[src/rtl/tmm_seq_ctrl.sv]
// Sequencer for a 3D tensor-matrix multiply: walks b/i/j/k, emits operand addresses and MAC controls.
// Optional TMM_CTRL_PERF_EN adds a saturating 32-bit stall counter output (stall_cnt).
module tmm_seq_ctrl #(
    parameter int DIM_W  = 8,
    parameter int ADDR_W = 16
) (
    input  logic              clk,
    input  logic              rst_n,
    input  logic              start,
    input  logic [DIM_W-1:0]  cfg_b,
    input  logic [DIM_W-1:0]  cfg_n,
    input  logic [DIM_W-1:0]  cfg_m,
    input  logic [DIM_W-1:0]  cfg_k,
    output logic              op_valid,
    input  logic              op_ready,
    output logic [ADDR_W-1:0] a_addr,
    output logic [ADDR_W-1:0] b_addr,
    output logic              mac_clear,
    output logic              mac_last,
    output logic [ADDR_W-1:0] c_addr,
    output logic              busy,
    output logic              done,
    output logic              err
`ifdef TMM_CTRL_PERF_EN
    ,
    output logic [31:0]       stall_cnt
`endif
);

    typedef enum logic [1:0] {
        S_IDLE = 2'd0,
        S_RUN  = 2'd1,
        S_DONE = 2'd2
    } state_t;

    state_t              state_q, state_d;

    logic [DIM_W-1:0]    dim_b_q, dim_b_d;
    logic [DIM_W-1:0]    dim_n_q, dim_n_d;
    logic [DIM_W-1:0]    dim_m_q, dim_m_d;
    logic [DIM_W-1:0]    dim_k_q, dim_k_d;

    logic [DIM_W-1:0]    b_idx_q, b_idx_d;
    logic [DIM_W-1:0]    i_idx_q, i_idx_d;
    logic [DIM_W-1:0]    j_idx_q, j_idx_d;
    logic [DIM_W-1:0]    k_idx_q, k_idx_d;

    logic [ADDR_W-1:0]   a_row_base_q, a_row_base_d;
    logic [ADDR_W-1:0]   a_addr_q, a_addr_d;
    logic [ADDR_W-1:0]   b_addr_q, b_addr_d;
    logic [ADDR_W-1:0]   c_addr_q, c_addr_d;

    logic                op_valid_q, op_valid_d;
    logic                mac_clear_q, mac_clear_d;
    logic                mac_last_q, mac_last_d;
    logic                busy_q, busy_d;
    logic                done_q, done_d;
    logic                err_q, err_d;

`ifdef TMM_CTRL_PERF_EN
    logic [31:0]         stall_cnt_q, stall_cnt_d;
`endif

    logic                last_k, last_j, last_i, last_b;
    logic                cfg_zero;
    logic [DIM_W-1:0]    k_inc;

    assign last_k   = (k_idx_q == dim_k_q - DIM_W'(1));
    assign last_j   = (j_idx_q == dim_m_q - DIM_W'(1));
    assign last_i   = (i_idx_q == dim_n_q - DIM_W'(1));
    assign last_b   = (b_idx_q == dim_b_q - DIM_W'(1));
    assign k_inc    = k_idx_q + DIM_W'(1);
    assign cfg_zero = (cfg_b == '0) || (cfg_n == '0) || (cfg_m == '0) || (cfg_k == '0);

    always_ff @(posedge clk or negedge rst_n) begin
        if (!rst_n) begin
            state_q      <= S_IDLE;
            dim_b_q      <= '0;
            dim_n_q      <= '0;
            dim_m_q      <= '0;
            dim_k_q      <= '0;
            b_idx_q      <= '0;
            i_idx_q      <= '0;
            j_idx_q      <= '0;
            k_idx_q      <= '0;
            a_row_base_q <= '0;
            a_addr_q     <= '0;
            b_addr_q     <= '0;
            c_addr_q     <= '0;
            op_valid_q   <= 1'b0;
            mac_clear_q  <= 1'b0;
            mac_last_q   <= 1'b0;
            busy_q       <= 1'b0;
            done_q       <= 1'b0;
            err_q        <= 1'b0;
`ifdef TMM_CTRL_PERF_EN
            stall_cnt_q  <= '0;
`endif
        end else begin
            state_q      <= state_d;
            dim_b_q      <= dim_b_d;
            dim_n_q      <= dim_n_d;
            dim_m_q      <= dim_m_d;
            dim_k_q      <= dim_k_d;
            b_idx_q      <= b_idx_d;
            i_idx_q      <= i_idx_d;
            j_idx_q      <= j_idx_d;
            k_idx_q      <= k_idx_d;
            a_row_base_q <= a_row_base_d;
            a_addr_q     <= a_addr_d;
            b_addr_q     <= b_addr_d;
            c_addr_q     <= c_addr_d;
            op_valid_q   <= op_valid_d;
            mac_clear_q  <= mac_clear_d;
            mac_last_q   <= mac_last_d;
            busy_q       <= busy_d;
            done_q       <= done_d;
            err_q        <= err_d;
`ifdef TMM_CTRL_PERF_EN
            stall_cnt_q  <= stall_cnt_d;
`endif
        end
    end

    always_comb begin
        state_d      = state_q;
        dim_b_d      = dim_b_q;
        dim_n_d      = dim_n_q;
        dim_m_d      = dim_m_q;
        dim_k_d      = dim_k_q;
        b_idx_d      = b_idx_q;
        i_idx_d      = i_idx_q;
        j_idx_d      = j_idx_q;
        k_idx_d      = k_idx_q;
        a_row_base_d = a_row_base_q;
        a_addr_d     = a_addr_q;
        b_addr_d     = b_addr_q;
        c_addr_d     = c_addr_q;
        op_valid_d   = op_valid_q;
        mac_clear_d  = mac_clear_q;
        mac_last_d   = mac_last_q;
        busy_d       = busy_q;
        done_d       = 1'b0;
        err_d        = 1'b0;
`ifdef TMM_CTRL_PERF_EN
        stall_cnt_d  = stall_cnt_q;
`endif

        case (state_q)
            S_IDLE: begin
                if (start) begin
                    dim_b_d      = cfg_b;
                    dim_n_d      = cfg_n;
                    dim_m_d      = cfg_m;
                    dim_k_d      = cfg_k;
                    b_idx_d      = '0;
                    i_idx_d      = '0;
                    j_idx_d      = '0;
                    k_idx_d      = '0;
                    a_row_base_d = '0;
                    a_addr_d     = '0;
                    b_addr_d     = '0;
                    c_addr_d     = '0;
`ifdef TMM_CTRL_PERF_EN
                    stall_cnt_d  = '0;
`endif
                    if (cfg_zero) begin
                        state_d     = S_DONE;
                        done_d      = 1'b1;
                        err_d       = 1'b1;
                        op_valid_d  = 1'b0;
                        busy_d      = 1'b0;
                        mac_clear_d = 1'b0;
                        mac_last_d  = 1'b0;
                    end else begin
                        state_d     = S_RUN;
                        op_valid_d  = 1'b1;
                        busy_d      = 1'b1;
                        mac_clear_d = 1'b1;
                        mac_last_d  = (cfg_k == DIM_W'(1));
                    end
                end
            end

            S_RUN: begin
`ifdef TMM_CTRL_PERF_EN
                if (op_valid_q && !op_ready && (stall_cnt_q != '1))
                    stall_cnt_d = stall_cnt_q + 32'd1;
`endif
                if (op_valid_q && op_ready) begin
                    if (!last_k) begin
                        k_idx_d     = k_inc;
                        a_addr_d    = a_addr_q + ADDR_W'(1);
                        b_addr_d    = b_addr_q + ADDR_W'(dim_m_q);
                        mac_clear_d = 1'b0;
                        mac_last_d  = (k_inc == dim_k_q - DIM_W'(1));
                    end else begin
                        // Row index b*N+i advances by one whenever j wraps, so the C
                        // address simply increments at the end of every dot product.
                        k_idx_d     = '0;
                        mac_clear_d = 1'b1;
                        mac_last_d  = (dim_k_q == DIM_W'(1));
                        c_addr_d    = c_addr_q + ADDR_W'(1);
                        if (!last_j) begin
                            j_idx_d  = j_idx_q + DIM_W'(1);
                            a_addr_d = a_row_base_q;
                            b_addr_d = ADDR_W'(j_idx_q + DIM_W'(1));
                        end else begin
                            j_idx_d      = '0;
                            b_addr_d     = '0;
                            a_row_base_d = a_row_base_q + ADDR_W'(dim_k_q);
                            a_addr_d     = a_row_base_q + ADDR_W'(dim_k_q);
                            if (!last_i) begin
                                i_idx_d = i_idx_q + DIM_W'(1);
                            end else begin
                                i_idx_d = '0;
                                if (!last_b) begin
                                    b_idx_d = b_idx_q + DIM_W'(1);
                                end else begin
                                    state_d     = S_DONE;
                                    op_valid_d  = 1'b0;
                                    busy_d      = 1'b0;
                                    done_d      = 1'b1;
                                    mac_clear_d = 1'b0;
                                    mac_last_d  = 1'b0;
                                end
                            end
                        end
                    end
                end
            end

            S_DONE: begin
                state_d = S_IDLE;
            end

            default: begin
                state_d    = S_IDLE;
                op_valid_d = 1'b0;
                busy_d     = 1'b0;
            end
        endcase
    end

    assign op_valid  = op_valid_q;
    assign a_addr    = a_addr_q;
    assign b_addr    = b_addr_q;
    assign c_addr    = c_addr_q;
    assign mac_clear = mac_clear_q;
    assign mac_last  = mac_last_q;
    assign busy      = busy_q;
    assign done      = done_q;
    assign err       = err_q;
`ifdef TMM_CTRL_PERF_EN
    assign stall_cnt = stall_cnt_q;
`endif

endmodule

[config.mk]
export PLATFORM = sky130hd
export DESIGN_NAME = tmm_seq_ctrl
export DESIGN_NICKNAME = d
export VERILOG_FILES = /design/src/rtl/tmm_seq_ctrl.sv
export SDC_FILE = /design/constraint.sdc
export NUM_CORES = 1
export LEC_CHECK = 0
export BUFFER_PORTS_ARGS = -buffer_cell sky130_fd_sc_hd__buf_2
export CAP_MARGIN = 10
export CORE_MARGIN = 1
export CORE_UTILIZATION = 30
export DETAILED_ROUTE_END_ITERATION = 16
export PLACE_DENSITY_LB_ADDON = 0.3
export RECOVER_POWER = 25
export SLEW_MARGIN = 0
export SYNTH_ARGS = -nofsm -noshare
export SYNTH_HDL_FRONTEND = slang
export SYNTH_SLANG_ARGS = --single-unit
[constraint.sdc]
create_clock -name clk -period 3.3 [get_ports clk]
set_input_delay 0.165 -clock clk [delete_from_list [all_inputs] [get_ports clk]]
set_output_delay 0.165 -clock clk [all_outputs]
set_load 0.005 [all_outputs]
## Word level (Yosys, flattened, before mapping)

Index checks and enable logic that the tools add are counted.

- Word-level logic and storage cells: 138
- Input bits: 36
- Bits in registers: 135

- Eq/ne operators: 16
- Reduce and logical (&&, ||, !) cells: 17
- Mux-type cells: 73
- Bitwise logic cells: 1
- Add/sub/neg operators: 13

Operator list:

| kind | count |
|---|---|
| $mux W16 | 10 |
| $pmux W16 S2 | 4 |
| $mux W8 | 15 |
| $pmux W8 S2 | 4 |
| $eq A8 B8 Y1 | 5 |
| $add A16 B1 Y16 const B | 2 |
| $add A16 B8 Y16 | 2 |
| $add A8 B1 Y8 const B | 4 |
| $logic_not A8 Y1 | 4 |
| $sub A8 B1 Y8 const B | 4 |
| $mux W1 | 27 |
| $eq A8 B1 Y1 const B | 2 |
| $mux W2 | 7 |
| $ne A2 B2 Y1 const B | 7 |
| $reduce_and A7 Y1 | 2 |
| $add A8 B1 Y9 const B | 1 |
| $mux W9 | 1 |
| $pmux W1 S2 | 3 |
| $reduce_and A6 Y1 | 1 |
| $reduce_and A5 Y1 | 1 |
| $pmux W2 S2 | 1 |
| $reduce_and A4 Y1 | 1 |
| $logic_or A1 B1 Y1 | 3 |
| $pmux W1 S3 | 1 |
| 8 further kinds | 8 |

## Logic depth before layout (Yosys ltp)

Gate-level depths: netlist of the first run.

- Depth after elaboration: 8
- Depth in mapped cells: 12
- Depth with buffers taken out: 10

## Least setup slack after synthesis of the first run

No wires, ideal clock.

- Path kind: register to register
- Start: register dim_k_q[1]
- End: register a_addr_q[10], in the netlist a_addr[10]
- Path buffers: 2
- Setup time: 0.142 ns
- Required time: 3.158 ns
- Arrival: 2.808 ns
- Period minus slack after synthesis: 2.950 ns
- Slack: 0.350 ns
- Stages on the path, launching flop included: 13
- Path through: dfrtp_1 > inv_1 > ha_1 > xor3_1 > nor3_1 > nand3_1 > or4_4 > buf_2 > nand2_2 > buf_2 > o21ai_0 > nand2_1 > o221ai_1

- Longest elaborated chain between the ends: 5
- Elaborated cells between the ends (all ways): 7
- Those cells by class: add/sub (2); eq/ne (1); mux (4)

Ends and longest elaborated chain:

| what | line | source |
|---|---|---|
| from (decl) | 41 | `logic [DIM_W-1:0] dim_k_q, dim_k_d;` |
| from (signal assigned) | 104 | `dim_k_q <= dim_k_d;` |
| $add A16 B8 Y16 or $sub A8 B1 Y8 (tied branches) | 212, 68 |  |
| $mux W16 or $eq A8 B8 Y1 (tied branches) | -- |  |
| $mux W16 * | 191 | `if (!last_k) begin` |
| $mux W16 * | 190 | `if (op_valid_q && op_ready) begin` |
| $pmux W16 S2 * | 149 | `case (state_q)` |
| to (signal assigned) | 110 | `a_addr_q <= a_addr_d;` |
| to (decl) | 49 | `logic [ADDR_W-1:0] a_addr_q, a_addr_d;` |

Every way passes the cells marked *; elsewhere a longest branch is shown, timed or not. The select of a mux whose other input is x is not followed.
A chain may end at the register's enable or synchronous reset.

## Final worst setup path of the first run

- Start: register dim_k_q[3]
- End: register b_addr_q[13], in the netlist b_addr[13]

- Longest elaborated chain between the ends: 5

Ends and longest elaborated chain:

| what | line | source |
|---|---|---|
| $sub A8 B1 Y8 | 68 | `assign last_k = (k_idx_q == dim_k_q - DIM_W'(1));` |
| $eq A8 B8 Y1 | 68 |  |
| $mux W16 | 191 |  |
| $mux W16 | 190 |  |
| $pmux W16 S2 | 149 |  |
| to (signal assigned) | 111 | `b_addr_q <= b_addr_d;` |
| to (decl) | 50 | `logic [ADDR_W-1:0] b_addr_q, b_addr_d;` |

No other way between the ends. The select of a mux whose other input is x is not followed.

==> metrics.yaml, run 1 <==
first_pass_iters: 5
worstMarginPinSlew_ns: 1.95
syn_inst: 961
drt-total-wl_um: 25000
yosys.area.top_type: "dfrtp_1"
critPathTopFamily: "simple AND/OR/NAND/NOR gates"
status: "finished, violations left"
area_delta_synth_final_pct: 23.2
hold_path_end: "dim_k_q[1]"
drv_slew: 70
synth_compound_area_frac: 0.180
start_util: 0.309
cpMaxStageDelayCell: "nor2_1"
ir_drop_uv: 410
synth_edf_count: 0
synth_xor_area_frac: 0.0977
synthMuxAreaShare: 0.00850
drcViolationCount: 0
pwr_density_cell_mw_per_mm2: 575
n_antenna_cell: 0
fp.dieW_um: 169
layout.nets: 1159
first_iter_violations: 514
r2r-start: "dim_k_q[3]"
synthFlopType: "dfrtp_1"
hp-start: "cfg_k[1]"
reg2reg_to: "b_addr[13]"
synth.avg_cell_area_um2: 8.73
power_frac_comb: 0.303
synth_top_area_frac: 0.403
layout_min_cycle_time_ns: 3.10
maxCapViolations: 1
max_freq_ghz: 0.322
cts_made_buffers: 17
tns_ns: 0
yosysWarningCount: 0
reg2reg_depth: 8
crit_path_start_kind: "flip-flop"
route.vias.total: 7638
async_reset_ff_frac: 1.00
synth-seq-cells: 135
grt_max_degree: 71
rsz0062_at_grt: "false"
htreeDepth: 4
final_area_mm2: 0.0103
worst-path-buf-inv: 1
num-fill-cells: 2799
cts_root_buffer: "clkbuf_16"
synth.area.top_cells: "dfrtp_1 (40%), nand2_1 (7.7%), o21ai_0 (5.5%), xnor2_1 (5.3%), ha_1 (4.0%)"
path_class: "reg -> reg"
io_pins: 90
pwr-share-seq: 0.368
gr-total-overflow: 0
crit_chain: "or4_4, nor4_4, xnor2_2, nor4_4, nor2_1, buf_4, nand2_1, o31ai_1"
power.leakage_uw: 0.00459
worst_path_most_repeated_cell: "nor4_4"
syn_nets: 1026
intPower_uw: 3820
post-route-period-util: 0.940
slew_headroom: -0.299
final_common_cell: "nand2_1"
rrSetupSlack_ns: 0.20
clock_power_share: 0.329
row_count: 60
fin_skew_ns: 0.0128
ys_types: 72
slowest_delay_ns: 0.87
synth_top_family_by_area: "simple AND/OR/NAND/NOR gates"
dp_worst_setup_slack_ns: 0.174
end_kind: "flip-flop"
layout_setup_ws_ns: 0.198
dpl-instance-area_mm2: 0.00942
cts_sinks: 135
worstHoldPathCells: 3
worstPathArrival_ns: 3.45
grt_pass1_wl_um: 40700
layout_common_cells: "nand2_1 (173), dfrtp_1 (135), o21ai_0 (93)"
portBuffers: 89
clk_latency_ns: 0.44
cts_buffer_depth: 2
antenna_found_initial: 0
hold_class: "in -> reg"
worstPathMaxFanout: 14
wl_per_cell_um: 16.9
path_clk_slew_ns: 0.07
netSwitchingFraction: 0.358
post-route-util: 0.380
hold_violations: 0
cts_tree: "yes"
hpwl_um: 17600
yosysSeqAreaShare: 0.403
setup_viol: 0
grt_pass1_vias: 7446
violations: "max-capacitance violations, max-slew violations"
cts_setup_buffers: 0
fp.coreArea_mm2: 0.0272
grt.total_usage: 0.182
ant_nets: 0
yosys.area_share.adder: 0.0450
final_layout_size_suffix_gt1_frac: 0.154
globalplace.congestion: 0.897
dieArea_mm2: 0.0286
p_sw_uw: 2130
via_per_inst: 5.16
synth_area_mm2: 0.00839
die_y_um: 169
synthSimpleGateAreaFrac: 0.240
required_ns: 3.64
worst max-delay path by stage:
stage | to | slack (ns) | start | cells past startpoint
floorplan | a_addr[10] | 0.35 | dim_k_q[1] | 12
global placement | b_addr[13] | 0.22 | dim_k_q[3] | 8
detailed placement | b_addr[13] | 0.17 | dim_k_q[3] | 8
CTS | b_addr[13] | 0.18 | dim_k_q[3] | 8
global route | b_addr[13] | 0.03 | dim_k_q[3] | 8
finish | b_addr[13] | 0.20 | dim_k_q[3] | 8
worst min-delay path: stages:
cell	delay, ns
buf_2	0.10
nand2_1	0.06
o21ai_0	0.09
flip-flops by register name (all words and copies together) (netlist names):
| signal | cells |
|---|---|
| a_addr | 16 |
| dim_m_q | 8 |
| dim_k_q | 8 |
| busy | 1 |
| state_q | 2 |
| b_addr | 16 |
| dim_b_q | 8 |
| i_idx_q | 8 |
| err | 1 |
| c_addr | 16 |
| k_idx_q | 8 |
| mac_clear | 1 |
| done | 1 |
| j_idx_q | 8 |
| a_row_base_q | 16 |
| b_idx_q | 8 |
| mac_last | 1 |
| dim_n_q | 8 |
power groups by stage:
| stage | sequential (µW) | combinational (µW) | clock [µW] |
|---|---|---|---|
| final | 2190 | 1800 | 1960 |
| after floorplan | 2150 | 1190 | 0 |
| after global routing | 2230 | 2010 | 2070 |
| after global placement | 2220 | 1740 | 0 |
| after detailed placement | 2210 | 1760 | 0 |
| after CTS | 2190 | 1800 | 1990 |
cell families (layout without fill, tap and decap cells):
kind of cell	Yosys count	after routing
xor gates and xnor gates	91	91
buffers and inverters	57	203
DFF	135	135
adders and majority gates	29	29
AOI/OAI and AO/OA	236	236
muxes	7	7
and+or+nand+nor	406	406
stage by stage:
stage                     power (µW)  std cells  hold WS (ns)
after global placement          3960       1415         0.242
after CTS                       5980       1479        0.0178
after floorplan                 3340        961        -0.131
after global routing            6310       1479        0.0247
after detailed placement        3970       1415         0.243
final                           5940       1479        0.0357
metal layers:
metal / part of all wire / GRT usage / wire (µm) / vias to the layer above
met5: 0 / 0 / 0 / -
met4: 0.015 / 0.0533 / 372 / 0
met3: 0.039 / 0.0364 / 972 / 31
met2: 0.46 / 0.288 / 11500 / 170
met1: 0.49 / 0.251 / 12100 / 3699
li1: - / - / - / 3738
final cells by class:
type | instances | area (µm²) | area share
clock buffers | 17 | 425 | 0.0412
multi-input cells | 769 | 4810 | 0.466
inverters | 17 | 63.8 | 0.00617
well taps | 372 | 465 | 0.0450
flip-flops and latches | 135 | 3380 | 0.327
clock inverters | 15 | 168 | 0.0162
repair buffers | 154 | 1020 | 0.0990
Yosys cell counts (5+ instances only):
| master | number |
|---|---|
| nor4_1 | 15 |
| nand4_1 | 14 |
| inv_1 | 17 |
| o31ai_1 | 10 |
| o21ai_1 | 12 |
| a211o_1 | 5 |
| and3_1 | 25 |
| mux2i_1 | 6 |
| a21oi_1 | 35 |
| o221ai_1 | 5 |
| ha_1 | 27 |
| nor3_1 | 35 |
| xnor2_1 | 51 |
| o211ai_1 | 11 |
| clkbuf_1 | 32 |
| nand3_1 | 43 |
| xor2_1 | 38 |
| nor2b_1 | 12 |
| nand2b_1 | 6 |
| a21o_1 | 9 |
| nor2_1 | 46 |
| nand2_1 | 173 |
| dfrtp_1 | 135 |
| a31oi_1 | 7 |
| or3_1 | 8 |
| o21ai_0 | 93 |
what timing repair did:
| action | in CTS | in global routing |
|---|---|---|
| endpoints found under the setup margin | 0 | 8 |
| endpoints found under the hold margin | 100 | 0 |
| hold buffers | 32 | 0 |
| resized for setup | 0 | 4 |
Power figures use the tool's default switching activity.
==> run 2: changes to the inputs <==
==> constraint.sdc (replaced) <==
create_clock -name clk -period 2.8 [get_ports clk]
set_input_delay 0.14 -clock clk [delete_from_list [all_inputs] [get_ports clk]]
set_output_delay 0.14 -clock clk [all_outputs]
set_load 0.005 [all_outputs]
==> run 2 against run 1 <==
The flow finishes with violations (max-capacitance violations, max-slew violations, negative setup slack); maximum frequency rose by 9.8%; final cell count up 2.6%; via count up 2.4%; hold slack improved by 0.0068 ns; global-route usage shrank 0.30 points; wire length up 1.3%; largest cell class unchanged; highest routed layer unchanged.
==> metrics.yaml, run 2 (same netlist as run 1, synthesis figures left out) <==
status: "finished, violations left"
violations: "max-capacitance violations, max-slew violations, negative setup slack"
end_kind: "flip-flop"
clk_latency_ns: 0.42  # -0.02 ns
layout_min_cycle_time_ns: 2.83  # -0.276 ns
hold_class: "in -> reg"
antenna_found_initial: 0  # unchanged
ir_drop_uv: 375  # -8.5%
layout_setup_ws_ns: -0.0265  # -0.224 ns
cts_sinks: 135  # unchanged
hold_violations: 0  # unchanged
path_class: "reg -> reg"
hpwl_um: 17700  # +0.90%
grt_pass1_wl_um: 40300  # -0.85%
worstMarginPinSlew_ns: 2.02  # +0.0747 ns
layout_common_cells: "nand2_1 (172), dfrtp_1 (135), buf_2 (86)"
post-route-util: 0.400  # +0.0195
setup_viol: 1  # +1
fp.coreArea_mm2: 0.0272  # unchanged
place_inst: 1440  # +1.8%
max_freq_ghz: 0.354  # +9.8%
crit_path_start_kind: "flip-flop"
post-route-period-util: 1.01  # +0.0694
drcViolationCount: 0  # unchanged
fin_skew_ns: 0.00945  # -0.00336 ns
row_count: 60  # unchanged
first_iter_violations: 495  # -3.7%
grt_pass1_vias: 7452  # +0.081%
htreeDepth: 4  # unchanged
tns_ns: -0.0265  # -0.0265 ns
portBuffers: 89  # unchanged
layout.nets: 1197  # +3.3%
route.vias.total: 7820  # +2.4%
grt_max_degree: 74  # +4.2%
globalplace.congestion: 0.893  # -0.37%
cts_buffer_depth: 2  # unchanged
final_layout_size_suffix_gt1_frac: 0.204  # +0.0508
required_ns: 3.16  # -0.48 ns
num-fill-cells: 2732  # -2.4%
fp.dieW_um: 169  # unchanged
rsz0062_at_grt: "true"
gr-total-overflow: 0  # unchanged
dieArea_mm2: 0.0286  # unchanged
final_common_cell: "nand2_1"
via_per_inst: 5.15  # -0.18%
first_pass_iters: 5  # unchanged
io_pins: 90  # unchanged
ant_nets: 0  # unchanged
power.leakage_uw: 0.00489  # +6.4%
cts_root_buffer: "clkbuf_16"
path_clk_slew_ns: 0.06  # about the same
cts_made_buffers: 17  # unchanged
maxCapViolations: 1  # unchanged
area_delta_synth_final_pct: 29.5
worstPathMaxFanout: 8  # -6
drt-total-wl_um: 25300  # +1.3%
cts_tree: "yes"
slew_headroom: -0.349  # -0.0498
stdcell_count: 1517  # +2.6%
worstPathArrival_ns: 3.19  # -0.26 ns
n_antenna_cell: 0  # unchanged
start_util: 0.309  # unchanged
pwr_density_cell_mw_per_mm2: 668  # +16%
drv_slew: 73  # +4.3%
die_y_um: 169  # unchanged
grt.total_usage: 0.179  # -0.00303
wl_per_cell_um: 16.7  # -1.3%
[run 2: cell types whose count changed in the layout (fill, tap and decap cells not counted), sizes merged]
cell / change
clkbuf: -3
inv: -5
clkinv: +1
buf: +43
bufinv: +2
[run 2: worst max-delay path: stages (launching register included)]
cell and delay [ns]:
dfrtp_1 0.40, or4_4 0.58, nor4_4 0.20, xnor2_2 0.16
or4_4 0.60, a21oi_4 0.21, o21ai_4 0.13, o41ai_2 0.33
a22o_1 0.16
[run 2: path summary, 6_finish.rpt]
path	start	to	slack, ns	cells past startpoint
max in group asynchronous	rst_n	a_row_base_q[8]	0.76	2
min	cfg_k[0]	dim_k_q[0]	0.04	3
min reg2reg	dim_b_q[7]	dim_b_q[7]	0.50	2
min in group asynchronous	rst_n	b_addr[15]	0.81	2
max reg2reg	dim_k_q[2]	i_idx_q[7]	-0.03	8
max	dim_k_q[2]	i_idx_q[7]	-0.03	8
[run 2: report_power, final]
part / switching [µW] / internal, µW / leakage [µW]
combinational: 1230 / 1070 / 0.00282
sequential: 349 / 2220 / 0.00178
clock: 906 / 1490 / 0.000289
total: 2480 / 4770 / 0.00489
[run 2: routing by layer]
layer | routed length [µm] | GRT usage | vias to the layer above
met3 | 1150 | 0.0375 | 18
met5 | 0 | 0 | -
met1 | 12000 | 0.244 | 3829
met4 | 262 | 0.0407 | 0
li1 | - | - | 3801
met2 | 11800 | 0.290 | 172
[run 2: area by class of cell]
cell class	instances	area, µm²	area share
clock inverter	13	179	0.0165
sequential	135	3380	0.311
clock buffer	19	433	0.0398
timing repair buffer	192	1380	0.127
tap	372	465	0.0428
multi-input combinational	769	4960	0.457
inverter	17	63.8	0.00587
[run 2: through the flow]
step	setup slack, ns	hold WS [ns]	total power (µW)	cell area, µm²
floorplan	0.0422	-0.156	3950	8400
global placement	-0.0565	0.222	4730	9640
detailed placement	-0.0741	0.222	4760	9640
CTS	-0.00819	0.0271	7230	10600
global route	-0.105	0.0504	7710	10900
finish	-0.0265	0.0425	7260	10900
[run 2: repair_timing]
action,4_1_cts,5_1_grt
pin swaps,2,17
hold buffers,32,0
resized for setup,3,47
endpoints found under the setup margin,17,70
hold endpoints to repair,102,0
gates cloned,0,1
buffers inserted,3,10
